File: src/rtl/mapper_mem_arbiter.sv
// rtl/mapper_mem_arbiter.sv - single-outstanding PRG/CHR arbiter onto one shared memory port
//
// Grants one requester at a time onto the shared memory port. The memory returns read
// data a fixed MEM_LAT cycles after the command cycle. The arbiter captures that data and
// pulses the owner's ack for one cycle. Ties between PRG and CHR alternate round-robin.
//
// Optional feature macro: MEM_ARB_LOADER_EN adds a write-only loader channel (ld_*).
// The loader channel has absolute priority and does not disturb the round-robin state.
//
// Ports:
//   clk, reset                                      clock, async active-high reset
//   prg_req/prg_we/prg_addr/prg_wdata  -> prg_ack/prg_rdata   CPU-side channel
//   chr_req/chr_we/chr_addr/chr_wdata  -> chr_ack/chr_rdata   PPU-side channel
//   ld_req/ld_addr/ld_wdata            -> ld_ack              loader (MEM_ARB_LOADER_EN only)
//   mem_ready/mem_rdata                                 memory accept-ready and read data
//   mem_cmd/mem_we/mem_addr/mem_wdata                   registered memory command
module mapper_mem_arbiter #(
    parameter int MEM_LAT = 3
) (
    input  logic        clk,
    input  logic        reset,
    input  logic        prg_req,
    input  logic        prg_we,
    input  logic [21:0] prg_addr,
    input  logic [7:0]  prg_wdata,
    output logic        prg_ack,
    output logic [7:0]  prg_rdata,
    input  logic        chr_req,
    input  logic        chr_we,
    input  logic [21:0] chr_addr,
    input  logic [7:0]  chr_wdata,
    output logic        chr_ack,
    output logic [7:0]  chr_rdata,
`ifdef MEM_ARB_LOADER_EN
    input  logic        ld_req,
    input  logic [21:0] ld_addr,
    input  logic [7:0]  ld_wdata,
    output logic        ld_ack,
`endif
    input  logic        mem_ready,
    input  logic [7:0]  mem_rdata,
    output logic        mem_cmd,
    output logic        mem_we,
    output logic [21:0] mem_addr,
    output logic [7:0]  mem_wdata
);

    typedef enum logic [1:0] {S_IDLE, S_WAIT, S_DONE} state_t;
    typedef enum logic [1:0] {OWN_PRG, OWN_CHR, OWN_LD} owner_t;

    localparam logic [3:0] LAT4 = 4'(MEM_LAT);

    state_t      state_q;
    owner_t      owner_q;
    logic [3:0]  cnt_q;
    logic        last_chr_q;     // 1: CHR was granted last, so PRG wins the next tie
    logic        mem_cmd_q;
    logic        mem_we_q;
    logic [21:0] mem_addr_q;
    logic [7:0]  mem_wdata_q;
    logic        prg_ack_q;
    logic        chr_ack_q;
    logic [7:0]  prg_rdata_q;
    logic [7:0]  chr_rdata_q;
`ifdef MEM_ARB_LOADER_EN
    logic        ld_ack_q;
`endif

    // Winner selection for the current cycle; only acted on in S_IDLE.
    logic        grant_d;
    owner_t      owner_d;
    logic        we_d;
    logic [21:0] addr_d;
    logic [7:0]  wdata_d;

    always_comb begin
        grant_d = 1'b0;
        owner_d = OWN_PRG;
        we_d    = 1'b0;
        addr_d  = 22'd0;
        wdata_d = 8'd0;
`ifdef MEM_ARB_LOADER_EN
        if (ld_req) begin
            grant_d = 1'b1;
            owner_d = OWN_LD;
            we_d    = 1'b1;
            addr_d  = ld_addr;
            wdata_d = ld_wdata;
        end else
`endif
        if (prg_req && (!chr_req || last_chr_q)) begin
            grant_d = 1'b1;
            owner_d = OWN_PRG;
            we_d    = prg_we;
            addr_d  = prg_addr;
            wdata_d = prg_wdata;
        end else if (chr_req) begin
            grant_d = 1'b1;
            owner_d = OWN_CHR;
            we_d    = chr_we;
            addr_d  = chr_addr;
            wdata_d = chr_wdata;
        end
    end

    always_ff @(posedge clk or posedge reset) begin
        if (reset) begin
            state_q     <= S_IDLE;
            owner_q     <= OWN_PRG;
            cnt_q       <= 4'd0;
            last_chr_q  <= 1'b1;
            mem_cmd_q   <= 1'b0;
            mem_we_q    <= 1'b0;
            mem_addr_q  <= 22'd0;
            mem_wdata_q <= 8'd0;
            prg_ack_q   <= 1'b0;
            chr_ack_q   <= 1'b0;
            prg_rdata_q <= 8'd0;
            chr_rdata_q <= 8'd0;
`ifdef MEM_ARB_LOADER_EN
            ld_ack_q    <= 1'b0;
`endif
        end else begin
            mem_cmd_q <= 1'b0;
            prg_ack_q <= 1'b0;
            chr_ack_q <= 1'b0;
`ifdef MEM_ARB_LOADER_EN
            ld_ack_q  <= 1'b0;
`endif
            case (state_q)
                S_IDLE: begin
                    if (grant_d && mem_ready) begin
                        mem_cmd_q   <= 1'b1;
                        mem_we_q    <= we_d;
                        mem_addr_q  <= addr_d;
                        mem_wdata_q <= wdata_d;
                        owner_q     <= owner_d;
                        cnt_q       <= LAT4;
                        state_q     <= S_WAIT;
                        if (owner_d == OWN_PRG) begin
                            last_chr_q <= 1'b0;
                        end else if (owner_d == OWN_CHR) begin
                            last_chr_q <= 1'b1;
                        end
                    end
                end
                S_WAIT: begin
                    // cnt_q hits 0 exactly in the cycle the memory drives read data.
                    if (cnt_q == 4'd0) begin
                        state_q <= S_DONE;
                        case (owner_q)
                            OWN_PRG: begin
                                prg_rdata_q <= mem_rdata;
                                prg_ack_q   <= 1'b1;
                            end
                            OWN_CHR: begin
                                chr_rdata_q <= mem_rdata;
                                chr_ack_q   <= 1'b1;
                            end
                            default: begin
`ifdef MEM_ARB_LOADER_EN
                                ld_ack_q <= 1'b1;
`endif
                            end
                        endcase
                    end else begin
                        cnt_q <= cnt_q - 4'd1;
                    end
                end
                S_DONE:  state_q <= S_IDLE;
                default: state_q <= S_IDLE;
            endcase
        end
    end

    assign mem_cmd   = mem_cmd_q;
    assign mem_we    = mem_we_q;
    assign mem_addr  = mem_addr_q;
    assign mem_wdata = mem_wdata_q;
    assign prg_ack   = prg_ack_q;
    assign chr_ack   = chr_ack_q;
    assign prg_rdata = prg_rdata_q;
    assign chr_rdata = chr_rdata_q;
`ifdef MEM_ARB_LOADER_EN
    assign ld_ack    = ld_ack_q;
`endif

endmodule

File: config.mk
export PLATFORM = sky130hd
export DESIGN_NAME = mapper_mem_arbiter
export DESIGN_NICKNAME = d
export VERILOG_FILES = /design/src/rtl/mapper_mem_arbiter.sv
export SDC_FILE = /design/constraint.sdc
export NUM_CORES = 1
export LEC_CHECK = 0
export CORE_MARGIN = 4
export CORE_UTILIZATION = 38
export DETAILED_ROUTE_END_ITERATION = 10
export GPL_TIMING_DRIVEN = 0
export PLACE_DENSITY_LB_ADDON = 0.05
export SKIP_LAST_GASP = 1
export SYNTH_ARGS = -nofsm -noshare
export SYNTH_HDL_FRONTEND = slang
export SYNTH_SLANG_ARGS = --single-unit
File: constraint.sdc
create_clock -name clk -period 1.95 [get_ports clk]
set_input_delay 0.195 -clock clk [delete_from_list [all_inputs] [get_ports clk]]
set_output_delay 0.195 -clock clk [all_outputs]
set_load 0.01 [all_outputs]
Word-level counts from Yosys, hierarchy flattened
Cells that the tools add are included.
{"block": "word_totals", "reg_bits": 59, "input_bits": 75, "output_inout_bits": 50, "wordCells": 61}
{"block": "op_classes", "n_addsub": 1, "eq_ne": 6, "mux": 26, "reduce_logical": 16}
{"op": "22-bit 2-to-1 mux", "count": 2}
{"op": "1-bit 2-to-1 mux", "count": 16}
{"op": "8-bit 2-to-1 mux", "count": 2}
{"op": "3-bit AND reduction", "count": 4}
{"op": "4-bit 2-to-1 mux", "count": 2}
{"op": "4-bit one-hot mux with 2 select lines", "count": 1}
{"op": "2-bit by 1-bit equality test with 1-bit output, second input constant", "count": 3}
{"op": "2-bit logical NOT", "count": 3}
{"op": "2-bit inequality test, second input constant", "count": 3}
{"op": "4-bit logical NOT", "count": 1}
{"op": "2-bit 2-to-1 mux", "count": 2}
{"op": "2-bit one-hot mux with 2 select lines", "count": 1}
{"op": "2-bit AND reduction", "count": 2}
{"op": "2-bit nonzero test", "count": 2}
{"op": "4-bit by 1-bit subtractor with 4-bit output, second input constant", "count": 1}
{"op": "1-bit logical AND", "count": 2}
{"op": "1-bit logical NOT", "count": 1}
{"op": "1-bit logical OR", "count": 1}

Logic depth before layout (Yosys ltp)
Gate-level depths: netlist of run 1.
{"block": "logic_depth", "depth_word": 7, "depth_mapped": 7, "ltp_nobuf": 5}

Worst setup path after synthesis of run 1
Ideal clock, no wire load.
{"block": "synth_path", "path_type": "register to register", "start": "reg cnt_q[0]", "end": "reg prg_rdata_q[0] (netlist: prg_rdata[0])", "setup_ns": 0.125, "arrival_time_ns": 1.712, "required_ns": 1.825, "setup_slack_ns": 0.113, "stages_incl_launch_ff": 6, "n_path_buf": 0, "period_less_slack_ns": 1.837, "cell_sequence": "dfrtp_1 -> inv_1 -> ha_1 -> or3b_4 -> nor3_4 -> mux2_2"}
{"block": "synth_between", "elab_chain_len": 2}
{"element": "from (decl)", "line": "55", "source": "logic [3:0] cnt_q;"}
{"element": "from (signal assigned)", "line": "167", "source": "cnt_q <= cnt_q - 4'd1;"}
{"element": "4-bit logical NOT", "line": "149", "source": "if (cnt_q == 4'd0) begin"}
{"element": "3-bit AND reduction (no line)"}
{"element": "to (signal assigned)", "line": "153", "source": "prg_rdata_q <= mem_rdata;"}
{"element": "to (decl)", "line": "63", "source": "logic [7:0] prg_rdata_q;"}
No other way between the ends.
A chain may end at the register's enable or synchronous reset.

Final worst setup path of run 1
{"block": "layout_path", "start": "reg cnt_q[0]", "end": "reg prg_rdata_q[5] (netlist: prg_rdata[5])"}
Same word-level chain as after synthesis.

==> summary.txt, run 1 <==
status = complete, no violations
placed cell areas = 0.00413 sq mm
largest area contributor in the synthesized netlist = dfrtp_1
nets = 457
Worst path max stage delay = 0.42 ns
Reg power frac = 0.360
drt pass-1 iters = 4
Post-Syn Area = 0.00276 sq mm
# setup viols final = 0
required time worst endpoint = 2.17 ns
DR vias/cell = 5.29
die area = 0.00869 sq mm
vias in the first global route = 2611
standard-cell row count = 30
leakage = 1.73 nW
setup ws final = 0.106 ns
final worst-path cycle share = 0.946
crit path launch type = register
Total Power = 5.90 mW
area grow syn2layout = 57.4%
final hold vios = 0
DRC Markers = 0
Worst VDD drop = 492 uV
Syn Nets = 321
Die Span Y = 93.2 um
min Tclk post-route = 1.84 ns
pre-CTS setup slack = -0.287 ns
Sw Share = 0.338
unrepaired setup endpoints after global routing = true
clock sinks = 58
CP cell instances = inv_1 > ha_2 > or3b_4 > nor3_4 > buf_12 > mux2_2
clock share of power = 0.172
CP Capture Type = register
Setup CP Type = reg -> reg
root buf cell = clkbuf_8
Clock Path Buffers = 2
crit path DAT = 2.06 ns
worst-path cell with the longest stage delay = or3b_4
Synth top area share = 0.517
Wirelength per Cell = 17.0 um
# hold bufs at CTS = 0
global route overflow = 0
synthesis-stage register bit count = 58
count of final max-slew check failures = 0
synth top area cells = dfrtp_1, nand3b_1, o211ai_1
initial antenna violation count = 0
Max-Cap Viols = 0
total vias in the final route = 2552
combinational fraction of design power = 0.468
Die Wd = 93.2 um
Port Buffer Count = 123
ANT nets after route = 0
Total Wirelength = 8.19 mm
Post-DP HPWL = 5.94 mm
Clk Latency, worst-skew pair = 0.33 ns
Crit Path Max Fanout = 9
Rel. slew slack = 0.665
H-tree depth = 3
first-pass GRT wire length = 13.2 mm
clock skew = 0.00950 ns
Psw = 1.99 mW
worst reg2reg startpoint = cnt_q[0]$_DFFE_PP0P_
reg-to-reg endpoint = prg_rdata[5]$_DFFE_PP0P_
final RePlAce weighted congestion = 0.798
Inserted Diodes = 0
synthesized instance count = 245
worst hold slack = 0.175 ns
R2R Setup Slk = 0.11 ns
R2R depth = 6
fin util = 0.629
max frequency = 0.542 GHz
synthesized area per cell = 11.3 sq um
Yosys Warn Count = 0
Post-Layout Inst Area = 0.00435 sq mm
initial core utilization = 0.400
CTS tree = yes
Pwr per Cell Area = 1360 mW/mm^2
largest net degree at the start of global routing = 42
layout cell share with drive strength beyond 1 = 0.137
Distinct cells, synth = 35
# fillers = 597
CTS clk-pin slew, worst paths = 0.07 ns
Core ar. = 0.00691 sq mm
io pins = 125
Hold Path Class = in -> async
critical path launch point = cnt_q[0]$_DFFE_PP0P_
total global-route track usage = 0.196
Setup crit end = prg_rdata[5]$_DFFE_PP0P_
initial drt markers = 83
register area share after synthesis = 0.526
TritonCTS Buffers = 9
worst-margin pin slew = 0.503 ns
Int Power = 3.91 mW
## cells by family (layout without fill, tap and decap cells)
family / after synthesis / after routing / share of synthesized area
buf+inv: 30 / 171 / 0.0494
flops: 58 / 58 / 0.526
mux: 16 / 16 / 0.0653
simple gates: 50 / 50 / 0.141
compound gates: 90 / 90 / 0.214
fa+ha+maj: 1 / 1 / 0.00453
## layer usage
| layer | vias up | wire length, um | GRT usage |
|---|---|---|---|
| li1 | 1224 | - | - |
| met1 | 1235 | 3440 | 0.248 |
| met2 | 83 | 4040 | 0.313 |
| met3 | 10 | 601 | 0.0579 |
| met4 | 0 | 117 | 0.0769 |
| met5 | - | 0 | 0 |
## synthesized netlist by cell type, drive strengths merged
cell and number:
dfrtp 57, a31oi 26, a21oi 25, nand3b 25
o211ai 25, mux2 16, clkbuf 15, buf 9
a221o 6, and4b 6, inv 6, o21ai 3
a21o 2, and3 2, nand2 2, nor2 2
nor2b 2, nor3b 2, a22o 1, a2bb2oi 1
and2b 1, and4bb 1, dfstp 1, ha 1
nand2b 1, nand3 1, nor3 1, o21a 1
or2 1, or3b 1, or4 1, or4b 1
## critical path: cells and delay by family (launching register included)
kind | cells | cell delay, ns
simple gates | 2 | 0.59
flops | 1 | 0.40
mux | 1 | 0.33
buf+inv | 2 | 0.22
fa+ha+maj | 1 | 0.19
## layout make-up
class,count,area [sq um],share of cell area
buffer,24,114,0.0262
clock buffer,12,155,0.0357
clock inverter,4,26.3,0.00605
inverter,6,22.5,0.00518
multi-input combinational,157,1180,0.272
sequential,58,1450,0.334
tap,96,120,0.0276
timing repair buffer,125,1270,0.293
## worst min path at each step
stage	from	endpoint	slack (ns)	cells past startpoint
3_3_place_gp	prg_rdata[0]$_DFFE_PP0P_	prg_rdata[0]$_DFFE_PP0P_	0.49	1
4_1_cts	reset	mem_cmd$_DFF_PP0_	0.18	2
5_1_grt	reset	mem_addr[15]$_DFFE_PP0P_	0.21	2
3_5_place_dp	prg_rdata[0]$_DFFE_PP0P_	prg_rdata[0]$_DFFE_PP0P_	0.50	1
2_1_floorplan	chr_addr[10]	mem_addr[10]$_DFFE_PP0P_	0.34	1
6_report	reset	mem_addr[15]$_DFFE_PP0P_	0.18	2
## sequential cells by signal (all words and copies together), names as in the netlist
name	cells
chr_ack	1
chr_rdata	8
cnt_q	4
last_chr_q	1
mem_addr	22
mem_cmd	1
mem_wdata	8
mem_we	1
owner_q	1
prg_ack	1
prg_rdata	8
state_q	2
## per-stage QoR
stage                     TNS, ns  instances
after floorplan                 0        245
after global placement     -54.96        464
after detailed placement    -7.52        465
after CTS                       0        482
after global routing      -0.0102        482
final                           0        482
## cells in the final DEF, fill, tap and decap left out, types with 2 or more instances in the layout
cell type          n
nor2b_1            2
dfrtp_1           57
a31oi_1           26
nor3b_2            2
and4b_1            6
clkdlybuf4s50_1  123
and3_1             2
buf_4              5
clkinv_2           2
inv_2              2
a21o_1             2
o21ai_0            3
buf_2              4
mux2_2            16
buf_12             2
clkbuf_1          16
clkbuf_8          11
a221o_1            6
o211ai_1          25
nand3b_1          25
inv_1              4
nor2_1             2
a21oi_1           25
## repair_timing
action	CTS	global route
pin swaps	1	0
setup endpoints to repair	27	16
buffers inserted	1	0
resized for setup	1	2
## power by group through the flow
stage | combinational, mW | sequential (mW) | clock [mW]
floorplan | 1.09 | 2.33 | 0
global placement | 2.72 | 2.12 | 0
detailed placement | 2.76 | 2.13 | 0
CTS | 2.79 | 2.13 | 1.03
global route | 2.98 | 2.21 | 1.10
finish | 2.76 | 2.12 | 1.01
Note: power is estimated with default switching activity, not from simulation.
==> inputs of run 2 (changes only) <==
--- a/config.mk
+++ b/config.mk
@@ -5,8 +5,9 @@
 export SDC_FILE = /design/constraint.sdc
 export NUM_CORES = 1
 export LEC_CHECK = 0
+export CAP_MARGIN = 30
 export CORE_MARGIN = 4
-export CORE_UTILIZATION = 38
+export CORE_UTILIZATION = 42
 export DETAILED_ROUTE_END_ITERATION = 10
 export GPL_TIMING_DRIVEN = 0
 export PLACE_DENSITY_LB_ADDON = 0.05
==> constraint.sdc (replaced) <==
create_clock -name clk -period 2.1 [get_ports clk]
set_input_delay 0.21 -clock clk [delete_from_list [all_inputs] [get_ports clk]]
set_output_delay 0.21 -clock clk [all_outputs]
set_load 0.01 [all_outputs]
==> run 2 against run 1 <==
Compared with the run above: hold slack improved by 0.023 ns; register-to-register slack improved by 0.11 ns; cell count decreased by 3.9%; critical path type unchanged; clock power increased by 16%; sequential share of layout area decreased by 0.11 points.
==> summary.txt, run 2 (synthesized netlist as in run 1, its figures left out) <==
layout cell share with drive strength beyond 1 = 0.135
final RePlAce weighted congestion = 0.810
area grow syn2layout = 57.9%
Rel. slew slack = 0.668
TritonCTS Buffers = 9
Clock Path Buffers = 2
Clk Latency, worst-skew pair = 0.33 ns
Wirelength per Cell = 17.5 um
H-tree depth = 3
worst-margin pin slew = 0.498 ns
Max-Cap Viols = 0
required time worst endpoint = 2.31 ns
Port Buffer Count = 123
CP Capture Type = register
max frequency = 0.531 GHz
initial drt markers = 78
clock skew = 0.00775 ns
Total Power = 5.68 mW
Crit Path Max Fanout = 9
CTS clk-pin slew, worst paths = 0.07 ns
global route overflow = 0
Die Wd = 89.1 um
unrepaired setup endpoints after global routing = false
max reg flops = 22
ANT nets after route = 0
DR vias/cell = 5.44
WP buf/inv = 2
largest net degree at the start of global routing = 41
count of final max-slew check failures = 0
standard-cell row count = 29
worst-path cell with the longest stage delay = or3b_4
# hold bufs at CTS = 0
crit path DAT = 2.10 ns
CP cell instances = inv_1 > ha_1 > or3b_4 > nor3_4 > buf_12 > mux2_2
Setup TNS = 0 ns
drt pass-1 iters = 4
commonest non-fill, non-tap cells in the layout = clkdlybuf4s50_1, dfrtp_1, a31oi_1
leakage = 1.75 nW
Pwr per Cell Area = 1300 mW/mm^2
vias in the first global route = 2588
total vias in the final route = 2517
initial core utilization = 0.435
initial antenna violation count = 0
total global-route track usage = 0.208
commonest non-fill, non-tap cell in the layout = clkdlybuf4s50_1
delay-heaviest family, CP = simple AND/OR/NAND/NOR gates
Total Wirelength = 8.09 mm
first-pass GRT wire length = 12.6 mm
status = complete, no violations
CTS tree = yes
Core ar. = 0.00635 sq mm
worst hold slack = 0.199 ns
Worst VDD drop = 739 uV
# setup viols final = 0
io pins = 125
Die Span Y = 89.1 um
Worst path max stage delay = 0.43 ns
min Tclk post-route = 1.88 ns
nets = 457
Post-DP HPWL = 5.85 mm
final hold vios = 0
die area = 0.00793 sq mm
Hold Path Class = in -> async
crit path launch type = register
Setup CP Type = reg -> reg
root buf cell = clkbuf_8
# fillers = 536
clock sinks = 58
DRC Markers = 0
Inserted Diodes = 0
final worst-path cycle share = 0.896
## run 2: worst reg2reg max path, delay by kind of cell, from the launching register on
family        cells  cell delay (ns)
simple gates      2             0.59
buf+inv           2             0.22
flops             1             0.41
fa+ha+maj         1             0.20
mux               1             0.34
## run 2: what timing repair did
item,in CTS,in global routing
pin swaps,0,1
cloned,0,0
setup buffers,0,1
gates resized for setup,1,0
setup endpoints to repair,19,8
## run 2: area by class of cell
cell class                 count  area [sq um]  share of cell area
buffer                        24           114              0.0261
clock buffer                  10           138              0.0316
clock inverter                 6          88.8              0.0204
inverter                       6          22.5             0.00517
multi-input combinational    157          1180               0.270
sequential                    58          1450               0.333
tap                           77          96.3              0.0221
timing repair buffer         125          1270               0.292
## run 2: where the power goes
| part | internal [mW] | switching [mW] |
|---|---|---|
| clock network | 0.702 | 0.468 |
| registers | 1.65 | 0.309 |
| logic | 1.48 | 1.08 |
| total | 3.83 | 1.85 |
## run 2: through the flow
stage                     utilization  std cells  setup slack [ns]  instance area [sq um]
after floorplan                     -        245             0.263                   2760
after global placement          0.644        445            -0.624                   4090
after detailed placement        0.647        446            -0.307                   4110
after CTS                       0.683        462            0.0119                   4340
after global routing            0.687        463             0.107                   4360
final                           0.687        463             0.218                   4360
## run 2: path summary, 6_finish.rpt
path                                           from                       end  slack (ns)  depth (start not counted)
setup reg to reg               cnt_q[0]$_DFFE_PP0P_  prg_rdata[4]$_DFFE_PP0P_        0.22                          6
hold / removal                                reset         mem_cmd$_DFF_PP0_        0.20                          2
setup / recovery               cnt_q[0]$_DFFE_PP0P_  prg_rdata[4]$_DFFE_PP0P_        0.22                          6
min in group clk                            chr_req   mem_addr[6]$_DFFE_PP0P_        0.26                          3
hold reg to reg            chr_rdata[2]$_DFFE_PP0P_  chr_rdata[2]$_DFFE_PP0P_        0.51                          1
max in group asynchronous                     reset    last_chr_q$_DFFE_PP1P_        1.28                          3
## run 2: routing by layer
layer  share of wire  wire length, um  vias up  GRT usage
met5               0                0        -          0
met4           0.014              116        0     0.0758
met3           0.086              698       10     0.0664
met2            0.48             3920       83      0.343
met1            0.41             3360     1213      0.256
li1                -                -     1211          -
